**src/rtl/mmr_pkg.sv**
```systemverilog
// -----------------------------------------------------------------------------
// mmr_pkg
// Shared definitions for the K-modular-redundant scrubbed register file.
//   scrub_state_t : background scrubber state (WAIT between passes, SCRUB walking)
//   vote_maj3     : single-bit 2-of-3 majority
//   k_mmr_legal   : elaboration-time check of the redundancy factor (1 or 3)
// -----------------------------------------------------------------------------
package mmr_pkg;

    typedef enum logic {
        WAIT  = 1'b0,
        SCRUB = 1'b1
    } scrub_state_t;

    function automatic logic vote_maj3(input logic a, input logic b, input logic c);
        return (a & b) | (a & c) | (b & c);
    endfunction

    function automatic bit k_mmr_legal(input int unsigned k);
        return (k == 1) || (k == 3);
    endfunction

endpackage

```
**src/rtl/mmr_word_voter.sv**
```systemverilog
// -----------------------------------------------------------------------------
// mmr_word_voter
// Combinational N-bit voter over K redundant copies of one word.
//   words    in  [K][N]  the K copies of the word
//   voted    out [N]     bitwise majority (K=3) or copy 0 (K=1)
//   mismatch out 1       at least one copy differs from another (always 0 for K=1)
// -----------------------------------------------------------------------------
module mmr_word_voter
    import mmr_pkg::*;
#(
    parameter int unsigned K = 3,
    parameter int unsigned N = 16
) (
    input  logic [K-1:0][N-1:0] words,
    output logic [N-1:0]        voted,
    output logic                mismatch
);

    generate
        if (K == 3) begin : gen_maj3
            always_comb begin
                for (int i = 0; i < N; i++) begin
                    voted[i] = vote_maj3(words[0][i], words[1][i], words[2][i]);
                end
            end

            // Two pairwise compares cover all three copies: if 0==1 and 1==2 then 0==2.
            assign mismatch = (words[0] != words[1]) || (words[1] != words[2]);
        end else begin : gen_single
            assign voted    = words[0];
            assign mismatch = 1'b0;
        end
    endgenerate

endmodule

```
**src/rtl/mmr_scrub_register_file.sv**
```systemverilog
// -----------------------------------------------------------------------------
// mmr_scrub_register_file
// DEPTH x N register file stored in K_MMR independent copies, with a voted,
// registered read port per copy and a background scrubber that rewrites every
// word whose copies disagree, so single-event upsets cannot accumulate.
//
// Ports
//   clk_i           in   1                clock
//   rst_i           in   1                synchronous active-high reset
//   wr_en_i         in   [K_MMR]          write enable per copy
//   wr_addr_i       in   [K_MMR][ADDR_W]  write address per copy
//   wr_data_i       in   [K_MMR][N]       write data per copy
//   rd_addr_i       in   [K_MMR][ADDR_W]  read address per copy
//   rd_data_o       out  [K_MMR][N]       voted read data per copy, 1-cycle latency
//   scrub_start_i   in   1                request an immediate scrub pass (level)
//   scrub_busy_o    out  1                high while a scrub pass is in progress
//   cnt_clear_i     in   1                clear mismatch_cnt_o (wins over increment)
//   mismatch_cnt_o  out  [CNT_W]          saturating count of scrub-corrected words
//   mismatch_o      out  1                pulse: a read or the scrubber saw copies disagree
//
// The scrub FSM, its pointer and the period counter exist once; only the data
// storage is replicated.
// -----------------------------------------------------------------------------
module mmr_scrub_register_file
    import mmr_pkg::*;
#(
    parameter  int unsigned    K_MMR        = 3,
    parameter  int unsigned    N            = 16,
    parameter  int unsigned    DEPTH        = 16,
    parameter  logic [N-1:0]   RESET_VALUE  = '0,
    parameter  int unsigned    SCRUB_PERIOD = 1024,
    parameter  int unsigned    CNT_W        = 16,
    localparam int unsigned    ADDR_W       = $clog2(DEPTH)
) (
    input  logic                           clk_i,
    input  logic                           rst_i,
    input  logic [K_MMR-1:0]               wr_en_i,
    input  logic [K_MMR-1:0][ADDR_W-1:0]   wr_addr_i,
    input  logic [K_MMR-1:0][N-1:0]        wr_data_i,
    input  logic [K_MMR-1:0][ADDR_W-1:0]   rd_addr_i,
    output logic [K_MMR-1:0][N-1:0]        rd_data_o,
    input  logic                           scrub_start_i,
    output logic                           scrub_busy_o,
    input  logic                           cnt_clear_i,
    output logic [CNT_W-1:0]               mismatch_cnt_o,
    output logic                           mismatch_o
);

    // -------------------------------------------------------------------------
    // Elaboration-time parameter checks
    // -------------------------------------------------------------------------
    localparam bit K_MMR_OK = k_mmr_legal(K_MMR);

    generate
        if (!K_MMR_OK) begin : gen_bad_k_mmr
            $error("mmr_scrub_register_file: K_MMR must be 1 or 3");
        end
        if (DEPTH < 2) begin : gen_bad_depth
            $error("mmr_scrub_register_file: DEPTH must be at least 2");
        end
    endgenerate

    // Period counter only needs to hold SCRUB_PERIOD; keep at least one bit.
    localparam int unsigned       PER_W      = (SCRUB_PERIOD > 1) ? $clog2(SCRUB_PERIOD + 1) : 1;
    localparam logic [PER_W-1:0]  PER_RELOAD = PER_W'(SCRUB_PERIOD);
    localparam logic [ADDR_W-1:0] LAST_ADDR  = ADDR_W'(DEPTH - 1);
    localparam bit                AUTO_SCRUB = (SCRUB_PERIOD != 0);

    // -------------------------------------------------------------------------
    // Storage: K_MMR copies of DEPTH words
    // -------------------------------------------------------------------------
    logic [N-1:0] mem [K_MMR][DEPTH];

    // -------------------------------------------------------------------------
    // Scrubber control state
    // -------------------------------------------------------------------------
    scrub_state_t       state;
    logic               busy;
    logic [ADDR_W-1:0]  ptr;
    logic [PER_W-1:0]   period_cnt;

    // -------------------------------------------------------------------------
    // Read voters: port k votes across all copies at its own address
    // -------------------------------------------------------------------------
    logic [K_MMR-1:0][N-1:0] rd_words [K_MMR];
    logic [N-1:0]            rd_vote  [K_MMR];
    logic [K_MMR-1:0]        rd_mis;

    // NOTE: every always_comb output gets a full assignment on every path, so no latch is inferred.
    always_comb begin
        for (int k = 0; k < K_MMR; k++) begin
            for (int j = 0; j < K_MMR; j++) begin
                rd_words[k][j] = mem[j][rd_addr_i[k]];
            end
        end
    end

    generate
        for (genvar k = 0; k < K_MMR; k++) begin : gen_rd_voter
            mmr_word_voter #(
                .K (K_MMR),
                .N (N)
            ) u_rd_voter (
                .words    (rd_words[k]),
                .voted    (rd_vote[k]),
                .mismatch (rd_mis[k])
            );
        end
    endgenerate

    // -------------------------------------------------------------------------
    // Scrub voter: all copies at the scrub pointer
    // -------------------------------------------------------------------------
    logic [K_MMR-1:0][N-1:0] scrub_words;
    logic [N-1:0]            scrub_vote;
    logic                    scrub_mis;
    logic                    scrub_stall;
    logic                    scrub_fix;

    always_comb begin
        for (int j = 0; j < K_MMR; j++) begin
            scrub_words[j] = mem[j][ptr];
        end
    end

    mmr_word_voter #(
        .K (K_MMR),
        .N (N)
    ) u_scrub_voter (
        .words    (scrub_words),
        .voted    (scrub_vote),
        .mismatch (scrub_mis)
    );

    // A user write to any copy of the word under the scrub pointer takes
    // precedence: the scrubber skips its write and revisits the same word.
    always_comb begin
        scrub_stall = 1'b0;
        for (int j = 0; j < K_MMR; j++) begin
            if (wr_en_i[j] && (wr_addr_i[j] == ptr)) begin
                scrub_stall = 1'b1;
            end
        end
    end

    assign scrub_fix = (state == SCRUB) && !scrub_stall && scrub_mis;

    // -------------------------------------------------------------------------
    // Storage update. The scrub write and user writes never hit the same word
    // in one cycle because of the stall, so their order here is irrelevant.
    // -------------------------------------------------------------------------
    // NOTE: the array is reset explicitly because every word must come up at RESET_VALUE; this forces flops rather than a RAM macro.
    always_ff @(posedge clk_i) begin
        if (rst_i) begin
            for (int j = 0; j < K_MMR; j++) begin
                for (int a = 0; a < DEPTH; a++) begin
                    mem[j][a] <= RESET_VALUE;
                end
            end
        end else begin
            for (int j = 0; j < K_MMR; j++) begin
                if (scrub_fix) begin
                    mem[j][ptr] <= scrub_vote;
                end
                if (wr_en_i[j]) begin
                    mem[j][wr_addr_i[j]] <= wr_data_i[j];
                end
            end
        end
    end

    // -------------------------------------------------------------------------
    // Scrub FSM
    //   WAIT : count idle cycles down; leave on reaching 1 or on scrub_start_i.
    //   SCRUB: visit one word per non-stalled cycle; return to WAIT after the last.
    // -------------------------------------------------------------------------
    // NOTE: sequential state uses non-blocking assignments so every flop samples pre-edge values.
    always_ff @(posedge clk_i) begin
        if (rst_i) begin
            state      <= WAIT;
            busy       <= 1'b0;
            ptr        <= '0;
            period_cnt <= PER_RELOAD;
        end else begin
            case (state)
                WAIT: begin
                    if (scrub_start_i || (AUTO_SCRUB && (period_cnt == PER_W'(1)))) begin
                        state <= SCRUB;
                        busy  <= 1'b1;
                        ptr   <= '0;
                    end else if (AUTO_SCRUB) begin
                        period_cnt <= period_cnt - PER_W'(1);
                    end
                end
                SCRUB: begin
                    if (!scrub_stall) begin
                        if (ptr == LAST_ADDR) begin
                            state      <= WAIT;
                            busy       <= 1'b0;
                            period_cnt <= PER_RELOAD;
                        end else begin
                            ptr <= ptr + ADDR_W'(1);
                        end
                    end
                end
                default: begin
                    state <= WAIT;
                    busy  <= 1'b0;
                end
            endcase
        end
    end

    assign scrub_busy_o = busy;

    // -------------------------------------------------------------------------
    // Registered read data, mismatch pulse and saturating correction counter
    // -------------------------------------------------------------------------
    always_ff @(posedge clk_i) begin
        if (rst_i) begin
            for (int k = 0; k < K_MMR; k++) begin
                rd_data_o[k] <= RESET_VALUE;
            end
            mismatch_o     <= 1'b0;
            mismatch_cnt_o <= '0;
        end else begin
            for (int k = 0; k < K_MMR; k++) begin
                rd_data_o[k] <= rd_vote[k];
            end
            mismatch_o <= (|rd_mis) || scrub_fix;
            if (cnt_clear_i) begin
                mismatch_cnt_o <= '0;
            end else if (scrub_fix && (mismatch_cnt_o != '1)) begin
                mismatch_cnt_o <= mismatch_cnt_o + CNT_W'(1);
            end
        end
    end

endmodule

```
**config.mk**
```make
export PLATFORM = sky130hd
export DESIGN_NAME = mmr_scrub_register_file
export DESIGN_NICKNAME = d
export VERILOG_FILES = /design/src/rtl/mmr_pkg.sv /design/src/rtl/mmr_word_voter.sv /design/src/rtl/mmr_scrub_register_file.sv
export SDC_FILE = /design/constraint.sdc
export NUM_CORES = 2
export LEC_CHECK = 0
export CORE_ASPECT_RATIO = 1.5
export CORE_MARGIN = 2
export CORE_UTILIZATION = 45
export CTS_CLUSTER_SIZE = 30
export DETAILED_ROUTE_END_ITERATION = 16
export DONT_BUFFER_PORTS = 1
export HOLD_SLACK_MARGIN = 0.02
export SYNTH_ARGS = -nofsm -noshare
export SYNTH_HDL_FRONTEND = slang
export SYNTH_HIERARCHICAL = 1
export SYNTH_SLANG_ARGS = --single-unit
```
**constraint.sdc**
```tcl
create_clock -name clk_i -period 10.5 [get_ports clk_i]
set_clock_uncertainty 0.05 [all_clocks]
set_input_delay 2.1 -clock clk_i [delete_from_list [all_inputs] [get_ports clk_i]]
set_output_delay 2.1 -clock clk_i [all_outputs]
set_load 0.02 [all_outputs]
```
; ---- Word-level counts from Yosys, hierarchy flattened
; Memories as Yosys holds them, arrays and structs flattened.
; Index checks and enable logic that the tools add are counted.
[totals]
output_inout_bits = 66
wordCells = 3542
inputBits = 79
romBits = 0
mem_bits_rw = 768
n_memories = 1
latch_bits = 0
register_bits = 82
[classes]
n_shift = 0
bitwise_logic = 1864
n_div = 0
addsub = 3
order_cmp = 11
reduce_logical = 22
n_mux = 1613
n_mul = 0
n_eq_ne = 19
[memory_table]
columns = name, depth, word_bits, read_ports, rd_ports_with_merged_regs, wr, line_no
row1 = mem, 3, 256, 3, 0, 3, mmr_scrub_register_file.sv:72  ; logic [N-1:0] mem [K_MMR][DEPTH];
[ops]
columns = operator, n
row1 = 1-bit OR, 1664
row2 = 1-bit two-way mux, 1555
row3 = 256-bit two-way mux, 4
row4 = 16-bit binary-select mux with 4-bit select, 12
row5 = 16-bit two-way mux, 28
row6 = 16-bit demux with 4-bit select, 4
row7 = 1-bit bitwise AND, 192
row8 = 16-bit inequality test, 8
row9 = "5-bit >= comparator, second input constant", 7
row10 = 4-bit NOT with 5-bit output, 7
row11 = 11-bit two-way mux, 3
row12 = 11-bit one-hot mux with 2 select lines, 1
row13 = "5-bit by 1-bit < comparator with 1-bit output, second input constant", 4
row14 = "16-bit by 1-bit adder with 16-bit output, second input constant", 1
row15 = "16-bit inequality test, second input constant", 1
row16 = 4-bit equality test, 3
row17 = 4-bit two-way mux, 3
row18 = "11-bit by 1-bit equality test with 1-bit output, second input constant", 1
row19 = "11-bit by 1-bit subtractor with 11-bit output, second input constant", 1
row20 = 1-bit logical AND, 10
row21 = 3-bit AND reduction, 3
row22 = "2-bit inequality test, second input constant", 4
row23 = 4-bit one-hot mux with 2 select lines, 1
row24 = 1-bit logical OR, 6
row25 = 8 further kinds, 9

; ---- Logic depth before layout (Yosys ltp)
[logic_depth]
ltp_word = 13
ltp_mapped = 15
mapped_depth_nobuf = 9

; ---- Cells and area by module
; Netlist, hierarchy kept.
[modules_own_cells]
columns = module, cells_per_inst, area_each_um2, instances, seq_area_each_um2
row1 = mmr_scrub_register_file, 4380, 60055.1, 1, 24703.7
row2 = mmr_word_voter, 59, 615.6, 4, 0.0

; ---- Least setup slack after synthesis
; No wires, ideal clock.
[synth_path]
path_type = input to register
startpoint = input port rd_addr_i[0] in the netlist's numbering
endpoint = register mismatch_o
setup_time_ps = 132
path_stages = 11
required_ps = 10318
arrival_ps = 5219
n_path_buf = 3
setup_slack_ps = 5099
path_cell_list = clkbuf_1 clkbuf_1 buf_1 mux4_2 mux4_2 ha_1 nor4_1 nand4_1 or2_1 nor3_1 a21oi_1
[synth_rtl]
columns = item, line_no
row1 = start: declaration, mmr_scrub_register_file.sv:40  ; input logic [K_MMR-1:0][ADDR_W-1:0] rd_addr_i,
row2 = end signal: assignment, mmr_scrub_register_file.sv:230  ; mismatch_o <= (|rd_mis) || scrub_fix;
row3 = end: declaration, mmr_scrub_register_file.sv:46  ; output logic mismatch_o

==> metrics <==
die area 142000 um^2; CP max stage delay 1.13 ns; final-report hold violation count 0; largest net degree at the start of global routing 193; postcts setup bufs 0; Setup Crit Path Kind reg -> reg; layout cells sized above 1 0.3053; power consumption 9.747 mW; max-cap violations 5; Starting Density 0.4533; CTS tree done; Hold WC Path Type reg -> reg; violated checks max-capacitance violations, max-slew violations; first-pass GRT wire length 396100 um; post-DR wirelength/cell 48.39 um; Routed Antenna Nets 0; Final setup viols 0; vias in the first global route 46520; # nets final 4399; final cell count without fillers 6042; Synth async-reset ratio 0; GPL Wtd Cong 1.047; CTS resizes 0; post-synthesis sequential area ratio 0.3951; total CTS buffers 89; first-pass iteration count of the detailed router 10; Critical Path, Cell by Cell buf_4 > mux4_2 > mux4_2 > ha_1 > nor4_1 > nand4_1 > or2_1 > nor2b_1 > nand3_4 > buf_12 > o31ai_1; delay-heaviest family, CP simple AND/OR/NAND/NOR gates; Worst Tran Pin Value 1.570 ns; critical path capture point type register; Core ar. 137900 um^2; Pleak 20.70 nW; biggest area consumer among synthesized cells edfxtp_1; GRT overflow 0; Syn Nets 4830; synth top area cells edfxtp_1 37%, mux4_2 35%, o31ai_1 8.7%; cell area after layout 66700 um^2; most frequent CP cell mux4_2; most frequent cells in the layout 960 x mux4_2, 812 x nand2_1, 768 x edfxtp_1, 723 x o31ai_1, 135 x ha_1; Area after DPL 63570 um^2; Worst-Skew Late Latency 0.75 ns; VDD IR-drop max 0.1361 mV; final WL 292400 um; setup tns final 0 ns; worst-path fanout max 103; Vias/cell 8.110; Buffers on Ports 0; Required @ worst endpoint 10.90 ns; Mean Syn Cell Area 13.54 um^2; Die Width 308.3 um; Initial DRC Count 8633; power density cells 146.1 nW/um^2; die height 460.5 um; Rows 167; Mapped Cells 4616; CTS root buffer clkbuf_16; # fillers 11660; Pins Over Slew Limit 46; Period Utilization, post-route 0.7076; Syn-to-layout area delta 6.695%; IO Pins 145; drc violations 0; total track usage 0.4142; Place WS 3.184 ns; CTS hold repair buffers 0; synthesized area 62520 um^2; Worst-path clk slew 0.07 ns; Crit-path slowest cell nor4_1; Slew Limit Headroom -0.04904; Min Clock Period, post-route 7.430 ns; RSZ-0062 raised after global routing false; fmax 134.6 MHz; placed insts 5867; Critical path buffers and inverters 2; critical path launch point type register; r2r setup slk 3.07 ns; arrival time worst endpoint 7.83 ns; initial antenna violation count 16; most common cell after layout, fill and taps aside mux4_2; Post-synth EDFFs 768; Primary FF master, synth edfxtp_1; status finished with violations; top-area cell type share of the netlist area 0.3689; clock sink count 850; Synth cell types 45; Final WS setup 3.070 ns; H-Tree Depth 3; Synth Register Bits 850; via count 49000; Clock Tree Buf Depth 3; Final HPWL DP 178100 um; Ys Warns 6
## flip-flops by register name (all words and copies together) (netlist names)
register / cells
scrub_busy_o: 1
rd_data_o: 48
mem: 768
period_cnt: 11
mismatch_o: 1
state: 1
mismatch_cnt_o: 16
ptr: 4
## stage by stage
step             util  hold slack (ns)
2_1_floorplan       -           0.4019
3_3_place_gp   0.4610           0.4169
3_5_place_dp   0.4610           0.4378
4_1_cts        0.4832           0.4440
5_1_grt        0.4835           0.4649
6_report       0.4837           0.4400
## layout make-up
cell class / count / area, um^2 / share of cell area
Multi-Input combinational cell: 3112 / 35630 / 0.5341
Sequential cell: 850 / 24720 / 0.3706
Clock buffer: 107 / 2462 / 0.03692
Tap cell: 1774 / 2220 / 0.03328
Timing Repair Buffer: 122 / 998.5 / 0.01497
Clock inverter: 54 / 605.6 / 0.009079
Inverter: 10 / 37.54 / 0.0005627
Antenna cell: 13 / 32.53 / 0.0004877
## tightest hold or removal path: cells and delay by family (launching register included)
kind / cells / cell delay (ns)
AND/OR/NAND/NOR: 1 / 0.06
AO/OA/AOI/OAI: 1 / 0.06
flip-flops: 1 / 0.33
## cell usage after synthesis, types with 15 or more instances
library cell,n
nor4_1,33
nor3_1,23
a32o_1,48
dfxtp_1,82
nor2b_1,55
or3_1,15
edfxtp_1,768
buf_1,105
nor2_1,57
clkbuf_1,438
mux4_2,960
o31ai_1,723
buf_2,101
ha_1,135
nand2_1,813
a211o_1,112
nand4_1,16
## path summary, 6_finish.rpt
kind	from	depth (start not counted)	to
worst max register to register	ptr[0]	11	mem[0][554]
worst min-delay path	period_cnt[5]	2	period_cnt[5]
worst max-delay path	ptr[0]	11	mem[0][554]
worst min register to register	period_cnt[5]	2	period_cnt[5]
## layer usage
metal	wire [um]	GRT usage
met5	80	0.001736
met4	30930	0.3370
met3	49920	0.1890
met2	126000	0.6070
met1	85430	0.4627
## kinds of logic after synthesis
logic type      Yosys count  synth area share
fa+ha+maj               135           0.02702
buf+inv                 654           0.04129
flops                   850            0.3951
xor+xnor                 17          0.002382
simple gates           1073           0.07287
mux                     968            0.3471
compound gates          919            0.1142
## power by group
| part | total (mW) | internal [mW] | switching, mW |
|---|---|---|---|
| sequential | 4.15 | 3.91 | 0.242 |
| combinational | 2.14 | 0.903 | 1.23 |
| clock | 3.46 | 1.95 | 1.51 |
| total | 9.75 | 6.76 | 2.99 |
Power figures use the tool's default switching activity.
